[src/rtl/alu_seq.sv]
// alu_seq: sequential WIDTH-bit ALU with valid/ready handshake on both sides.
// Single-cycle ops finish in one clock; shifts iterate one bit per cycle and
// MUL runs a WIDTH-step shift-and-add in the BUSY state.
// Optional feature macro: ALU_SEQ_MUL_EN (defined: opcode 1010 is MUL;
// undefined: no multiplier is built and 1010 decodes as illegal).
// Ports:
//   clk, rst_n          clock (rising edge), async active-low reset
//   in_valid/in_ready   command handshake; operands latched on accept
//   alu_cmd, inA, inB   opcode and operands (inA[SHW-1:0] = shift amount)
//   sc_i                shift fill bit / add carry-in
//   out_valid/out_ready result handshake; result held until taken
//   rslt                registered result
//   sc_o                carry / borrow / last bit shifted out / MUL overflow
//   pari, zero          parity and zero of rslt (only while out_valid)
//   branch_bool         BNE taken
//   illegal             unsupported opcode
module alu_seq #(
  parameter int WIDTH = 8,
  parameter int SHW   = $clog2(WIDTH) + 1
) (
  input  logic             clk,
  input  logic             rst_n,
  input  logic             in_valid,
  output logic             in_ready,
  input  logic [3:0]       alu_cmd,
  input  logic [WIDTH-1:0] inA,
  input  logic [WIDTH-1:0] inB,
  input  logic             sc_i,
  output logic             out_valid,
  input  logic             out_ready,
  output logic [WIDTH-1:0] rslt,
  output logic             sc_o,
  output logic             pari,
  output logic             zero,
  output logic             branch_bool,
  output logic             illegal
);
  localparam logic [1:0] S_IDLE = 2'd0;
  localparam logic [1:0] S_BUSY = 2'd1;
  localparam logic [1:0] S_DONE = 2'd2;
  localparam logic [3:0] OP_LOAD  = 4'b0000;
  localparam logic [3:0] OP_STORE = 4'b0001;
  localparam logic [3:0] OP_XOR   = 4'b0010;
  localparam logic [3:0] OP_BNE   = 4'b0011;
  localparam logic [3:0] OP_ADD   = 4'b0100;
  localparam logic [3:0] OP_SUB   = 4'b0101;
  localparam logic [3:0] OP_LSL   = 4'b0110;
  localparam logic [3:0] OP_LSR   = 4'b0111;
  localparam logic [3:0] OP_LOADI = 4'b1000;
  localparam logic [3:0] OP_PARI  = 4'b1001;
  localparam logic [3:0] OP_MUL   = 4'b1010;
  localparam logic [3:0] OP_NOP   = 4'b1111;
  localparam logic [SHW-1:0] W_N  = SHW'(WIDTH);
`ifdef ALU_SEQ_MUL_EN
  localparam bit MUL_EN = 1'b1;
`else
  localparam bit MUL_EN = 1'b0;
`endif
  logic [1:0]       r_state;
  logic [3:0]       r_cmd;
  logic             r_fill;
  logic [SHW-1:0]   r_cnt;
  logic [WIDTH-1:0] r_lo;
  logic [WIDTH-1:0] r_rslt;
  logic             r_sc;
  logic             r_bb;
  logic             r_ill;
  logic             w_acc;
  logic             w_ne;
  logic [WIDTH:0]   w_add;
  logic [WIDTH:0]   w_sub;
  logic [SHW-1:0]   w_n;
  logic             w_multi;
  logic [WIDTH-1:0] w_res;
  logic             w_c;
  logic             w_bb;
  logic             w_ill;
  logic [WIDTH-1:0] w_lo_nx;
  logic             w_out;
  assign in_ready    = rst_n && (r_state == S_IDLE || (r_state == S_DONE && out_ready));
  assign w_acc       = in_valid && in_ready;
  assign out_valid   = r_state == S_DONE;
  assign rslt        = r_rslt;
  assign sc_o        = r_sc;
  assign branch_bool = r_bb;
  assign illegal     = r_ill;
  // Gated by out_valid so they read 0 in reset and never reflect a stale value.
  assign pari        = out_valid && ^r_rslt;
  assign zero        = out_valid && ~|r_rslt;
  assign w_ne  = inA != inB;
  assign w_add = {1'b0, inA} + {1'b0, inB} + {{WIDTH{1'b0}}, sc_i};
  assign w_sub = {1'b0, inA} - {1'b0, inB};
  // Shift count saturates at WIDTH: more steps would only repeat the fill bit.
  assign w_n   = inA[SHW-1:0] > W_N ? W_N : inA[SHW-1:0];
  assign w_multi = ((alu_cmd == OP_LSL || alu_cmd == OP_LSR) && w_n != '0) ||
                   (MUL_EN && alu_cmd == OP_MUL);
  always_comb begin
    w_res = '0;
    w_c   = 1'b0;
    w_bb  = 1'b0;
    w_ill = 1'b0;
    case (alu_cmd)
      OP_LOAD, OP_STORE, OP_NOP: w_res = inA;
      OP_XOR:   w_res = inA ^ inB;
      OP_BNE: begin
        w_res = {{(WIDTH-1){1'b0}}, w_ne};
        w_bb  = w_ne;
      end
      OP_ADD:   {w_c, w_res} = w_add;
      OP_SUB:   {w_c, w_res} = w_sub;
      OP_LSL, OP_LSR, OP_LOADI: w_res = inB;
      OP_PARI:  w_res = {{(WIDTH-1){1'b0}}, ^inA};
`ifdef ALU_SEQ_MUL_EN
      OP_MUL:   w_res = '0;
`endif
      default:  w_ill = 1'b1;
    endcase
  end
`ifdef ALU_SEQ_MUL_EN
  // Product lives in {r_hi, r_lo}; r_lo starts as the multiplier and is
  // consumed LSB-first while the partial product shifts in from the top.
  logic [WIDTH-1:0] r_a;
  logic [WIDTH-1:0] r_hi;
  logic [WIDTH:0]   w_sum;
  logic [WIDTH-1:0] w_hi_nx;
  logic [WIDTH-1:0] w_mlo_nx;
  assign w_sum = {1'b0, r_hi} + (r_lo[0] ? {1'b0, r_a} : '0);
  assign {w_hi_nx, w_mlo_nx} = {w_sum, r_lo[WIDTH-1:1]};
  always_ff @(posedge clk or negedge rst_n) begin
    if (!rst_n) begin
      r_a  <= '0;
      r_hi <= '0;
    end else if (w_acc) begin
      r_a  <= inA;
      r_hi <= '0;
    end else if (r_state == S_BUSY) begin
      r_hi <= w_hi_nx;
    end
  end
`endif
  always_comb begin
    w_lo_nx = r_cmd == OP_LSL ? {r_lo[WIDTH-2:0], r_fill} : {r_fill, r_lo[WIDTH-1:1]};
    w_out   = r_cmd == OP_LSL ? r_lo[WIDTH-1] : r_lo[0];
`ifdef ALU_SEQ_MUL_EN
    w_lo_nx = r_cmd == OP_MUL ? w_mlo_nx : w_lo_nx;
    w_out   = r_cmd == OP_MUL ? |w_hi_nx : w_out;
`endif
  end
  always_ff @(posedge clk or negedge rst_n) begin
    if (!rst_n) begin
      r_state <= S_IDLE;
      r_cmd   <= '0;
      r_fill  <= 1'b0;
      r_cnt   <= '0;
      r_lo    <= '0;
      r_rslt  <= '0;
      r_sc    <= 1'b0;
      r_bb    <= 1'b0;
      r_ill   <= 1'b0;
    end else if (w_acc) begin
      r_state <= w_multi ? S_BUSY : S_DONE;
      r_cmd   <= alu_cmd;
      r_fill  <= sc_i;
      r_cnt   <= alu_cmd == OP_MUL ? W_N : w_n;
      r_lo    <= inB;
      r_rslt  <= w_res;
      r_sc    <= w_c;
      r_bb    <= w_bb;
      r_ill   <= w_ill;
    end else if (r_state == S_BUSY) begin
      r_cnt <= r_cnt - 1'b1;
      r_lo  <= w_lo_nx;
      if (r_cnt == SHW'(1)) begin
        r_state <= S_DONE;
        r_rslt  <= w_lo_nx;
        r_sc    <= w_out;
      end
    end else if (r_state == S_DONE && out_ready) begin
      r_state <= S_IDLE;
    end
  end
endmodule

[config.mk]
export PLATFORM = sky130hd
export DESIGN_NAME = alu_seq
export DESIGN_NICKNAME = d
export VERILOG_FILES = /design/src/rtl/alu_seq.sv
export SDC_FILE = /design/constraint.sdc
export NUM_CORES = 1
export LEC_CHECK = 0
export ABC_CLOCK_PERIOD_IN_PS = 1500
export CAP_MARGIN = 20
export CORE_UTILIZATION = 50
export DETAILED_ROUTE_END_ITERATION = 7
export PLACE_DENSITY_LB_ADDON = 0.12
export SYNTH_ARGS = -nofsm -noshare
export SYNTH_HDL_FRONTEND = slang
export SYNTH_SLANG_ARGS = --single-unit
[constraint.sdc]
create_clock -name clk -period 1.5 [get_ports clk]
set_input_delay 0.3 -clock clk [delete_from_list [all_inputs] [get_ports clk]]
set_output_delay 0.3 -clock clk [all_outputs]
set_load 0.05 [all_outputs]
==> flow_summary.toml, run 1 <==
[die]
die_x_um = 77.8
initial_core_util_pct = 52.1
dieHeight_um = 77.8
rows = 27
io_pins = 40

[yosys]
syn_inst = 353
synth-seq-cells = 30
avgSynthCellArea_um2 = 8.13
yosys_warnings = 0
synth_edf_count = 0
yosysSeqAreaShare_pct = 26.2
synthesis.area_um2 = 2870
ys_types = 68
synth_nets = 405
async_flop_share_pct = 100
ys.flop_type = "dfrtp_1"

[cts]
clockBufferDepth = 2
cts_resized = 197
cts_buffers = 5
postCtsSetupRepairBufs = 28
cts_max_level = 2
clock_sinks = 30
holdBufCountCts = 0
cts_root_buffer = "clkbuf_8"

[placed_design]
port_buffers = 39
hpwlAfterDp_um = 8250
routabilityCongestion = 1.00

[status]
lastStage = "clock tree synthesis"
run.stop_error = "[ERROR DPL-0038] Utilization greater than 100%, impossible to legalize"
status = "aborted with a tool error"
## stage by stage
stage          hold WS [ns]  cells  setup WS (ns)  instance area, um2
2_1_floorplan       0.00441    353         -0.358                3150
3_3_place_gp          0.450    571          -1.11                4610
3_5_place_dp          0.462    571          -1.12                4610
## Yosys cell counts, types with 5 or more instances
| cell type | n | area share [%] |
|---|---|---|
| nand2_1 | 41 | 5.4 |
| inv_1 | 32 | 4.2 |
| dfrtp_1 | 30 | 26 |
| nor2_1 | 28 | 3.7 |
| ha_1 | 25 | 11 |
| o21ai_0 | 25 | 4.4 |
| a21oi_1 | 18 | 3.1 |
| mux2i_1 | 10 | 3.5 |
| a22oi_1 | 8 | 2.1 |
| nand3_1 | 8 | 1.4 |
| buf_2 | 7 | 1.2 |
| nor3_1 | 7 | 1.2 |
| xnor2_1 | 7 | 2.1 |
| clkbuf_1 | 6 | 0.78 |
| o211ai_1 | 6 | 1.6 |
| a211oi_1 | 5 | 1.3 |
| nand4_1 | 5 | 1.1 |
| nor2b_1 | 5 | 1.1 |
## cells by family after synthesis
logic type | Yosys count | share of synthesized area [%]
AO/OA/AOI/OAI | 111 | 27.0
XOR/XNOR | 9 | 3.23
adder cells (fa/ha/maj) | 27 | 12.3
buffers and inverters | 50 | 7.50
flip-flops | 30 | 26.2
multiplexers | 11 | 3.88
AND/OR/NAND/NOR | 115 | 20.0
==> run 2: changes to the inputs <==
==> config.mk (replaced) <==
export PLATFORM = sky130hd
export DESIGN_NAME = alu_seq
export DESIGN_NICKNAME = d
export VERILOG_FILES = /design/src/rtl/alu_seq.sv
export SDC_FILE = /design/constraint.sdc
export NUM_CORES = 1
export LEC_CHECK = 0
export ABC_CLOCK_PERIOD_IN_PS = 2000
export CAP_MARGIN = 20
export CORE_UTILIZATION = 40
export DETAILED_ROUTE_END_ITERATION = 7
export PLACE_DENSITY_LB_ADDON = 0.15
export SYNTH_ARGS = -nofsm -noshare
export SYNTH_HDL_FRONTEND = slang
export SYNTH_SLANG_ARGS = --single-unit
==> constraint.sdc (replaced) <==
create_clock -name clk -period 2 [get_ports clk]
set_input_delay 0.4 -clock clk [delete_from_list [all_inputs] [get_ports clk]]
set_output_delay 0.4 -clock clk [all_outputs]
set_load 0.05 [all_outputs]
==> run 2 against run 1 <==
Effect of this change:
- the flow now finishes, with violations (negative setup slack)
- area after synthesis is the same
- synthesized cell count did not move
==> flow_summary.toml, run 2 <==
[yosys]
syn_inst = 353
synth.top_cell.area_share_pct = 26.2
ys_types = 68
avgSynthCellArea_um2 = 8.13
yosysSeqAreaShare_pct = 26.2
synth.area.top_cells = "dfrtp_1 (26%), ha_1 (11%), nand2_1 (5.4%)"
yosys.cell_count.top_type = "nand2_1"
ys.flop_type = "dfrtp_1"
synth_nets = 405
synth_edf_count = 0
synth_top_area_cell = "dfrtp_1"
synth-seq-cells = 30
yosys_warnings = 0
synthTopCellsByCount = "nand2_1 (41), inv_1 (32), dfrtp_1 (30)"
async_flop_share_pct = 100
synthesis.area_um2 = 2870

[finish]
final_area_um2 = 4650
fillers = 577
final_cells = 591
multi_input_area_um2 = 2280
n_antenna_cell = 0
fin_util_pct = 67.7
layout_common_cells = "buf_4 (106), nand2_1 (40), dfrtp_1 (29), nor2_1 (25), inv_1 (22)"
finish.net_count = 546
area_growth_pct = 62.1
drive_gt1_share_pct = 41.2
ff_latch_area_um2 = 752
layout.cells.most_common = "buf_4"

[placed_design]
dpl-instance-area_um2 = 4150
hpwlAfterDp_um = 7450
port_buffers = 39
post-place-cells = 566
routabilityCongestion = 0.950

[pwr]
cellLeakagePower_nw = 2.15
swShare_pct = 42.1
switching_power_mw = 1.51
ir_worst_vdd_uv = 326
p_int_mw = 2.08
p_seq_share_pct = 26.6
p_clk_share_pct = 14.3
pwr-share-comb_pct = 59.1
power_density_nw_per_um2 = 773

[global_route]
overflow = 0
grt_pass1_wl_um = 15100
grt_pass1_vias = 3056
grt_max_degree = 26
grt_usage_pct = 26.1
antenna_found_initial = 0

[timing]
finalCriticalPeriod_ns = 2.01
worstMarginPinSlew_ns = 0.570
relSlewSlack_pct = 61.7
hold_violations = 0
timing.fmax_ghz = 0.498
maxSlewViolCount = 0
timing.final.crit_share_pct = 100
worst_slack_ns = -0.00954
setup_viol = 1
fin_hold_ws_ns = 0.472
rsz0062_at_grt = "true"
tns_ns = -0.00954
skew_ns = 0.00717

[die]
initial_core_util_pct = 41.8
dieHeight_um = 86.7
die_x_um = 86.7
core_area_um2 = 6870
io_pins = 40
rows = 30
dieArea_um2 = 7520

[worst_setup_path]
worstPathCellList = "dlygate4sd2_1 -> buf_4 -> xnor2_2 -> xnor3_1 -> or3b_1 -> a41oi_2 -> nor3_2 -> a21oi_1"
cpMaxStageDelayCell = "or3b_1"
max_stage_delay_ns = 0.41
startpoint_type = "input pin"
startpoint = "inA[5]"
cp.required_ns = 2.21
cp.arrival_ns = 2.22
criticalPathCategory = "in2reg"
r2r-start = "r_state[1]$_DFFE_PN0P_"
crit_fanout = 2
crit_path_end_kind = "flop"

[routing]
wl_per_cell_um = 16.5
routed_via_density = 5.46
drcViolationCount = 0
first_pass_iters = 7
route.vias.total = 3229
drt-total-wl_um = 9780
initialDrtViolationCount = 173
postRouteAntennaNets = 0

[status]
violations = "negative setup slack"
status = "finished, violations left"

[flow_run]
drv_cap = 0

[cts]
path_clk_slew_ns = 0.07
cts_root_buffer = "clkbuf_8"
clock_sinks = 30
cts_max_level = 2
cts_tree = "done"
clock_latency_ns = 0.29
holdBufCountCts = 0
cts_buffers = 5
clockBufferDepth = 2

[worst_hold_path]
hp-class = "in2async"
==> run 2: cell counts after synthesis <==
No cell type changed its count.
==> run 2: kinds of logic after synthesis <==
kind of cell / synth area share, %
AO/OA/AOI/OAI: 27.0
multiplexers: 3.88
flip-flops: 26.2
adder cells (fa/ha/maj): 12.3
buffers and inverters: 7.50
XOR/XNOR: 3.23
AND/OR/NAND/NOR: 20.0
==> run 2: final cells by class <==
cell class | instances | share of cell area, %
tap | 96 | 2.58
sequential | 30 | 16.2
inverter | 33 | 2.66
multi-input combinational | 273 | 49.1
clock buffer | 7 | 1.86
clock inverter | 1 | 0.108
timing repair buffer | 151 | 27.5
==> run 2: per-stage QoR <==
step	total power, mW	setup slack [ns]
4_1_cts	3.35	-0.0955
2_1_floorplan	2.03	0.0129
3_3_place_gp	2.71	-0.693
6_report	3.60	-0.00954
3_5_place_dp	2.75	-0.687
5_1_grt	3.80	-0.0586
==> run 2: power by group through the flow <==
stage / clock network (mW) / logic, mW / registers, mW
after floorplan: 0 / 0.909 / 1.12
after global placement: 0 / 1.75 / 0.960
after detailed placement: 0 / 1.79 / 0.965
after CTS: 0.517 / 1.88 / 0.950
after global routing: 0.534 / 2.29 / 0.978
final: 0.513 / 2.13 / 0.957
==> run 2: worst paths after layout <==
kind | cells after the start | slack [ns] | end
max in group asynchronous | 3 | 1.03 | rslt[0]$_DFFE_PN0P_
setup reg to reg | 8 | 0.11 | rslt[0]$_DFFE_PN0P_
setup / recovery | 8 | -0.01 | rslt[0]$_DFFE_PN0P_
hold / removal | 2 | 0.47 | r_state[0]$_DFFE_PN0P_
hold reg to reg | 2 | 0.48 | r_cmd[1]$_DFFE_PN0P_
min in group clk | 2 | 0.48 | r_cmd[1]$_DFFE_PN0P_
==> run 2: worst max-delay path: cells and delay by family <==
kind	cells	cell delay, ns
XOR/XNOR	2	0.60
AO/OA/AOI/OAI	2	0.32
buffers and inverters	2	0.42
AND/OR/NAND/NOR	2	0.48
==> run 2: routing by layer <==
layer | part of all wire [%] | track usage, %
met1 | 44 | 34.8
met2 | 48 | 44.4
met3 | 5.1 | 2.48
met4 | 2.1 | 8.33
met5 | 0 | 0
==> run 2: repair_timing <==
action	CTS	global route
pin swaps	29	33
setup buffers	9	8
endpoints found under the setup margin	11	16
gates resized for setup	64	46
endpoints found under the hold margin	0	0
(Power assumes the default switching activity.)
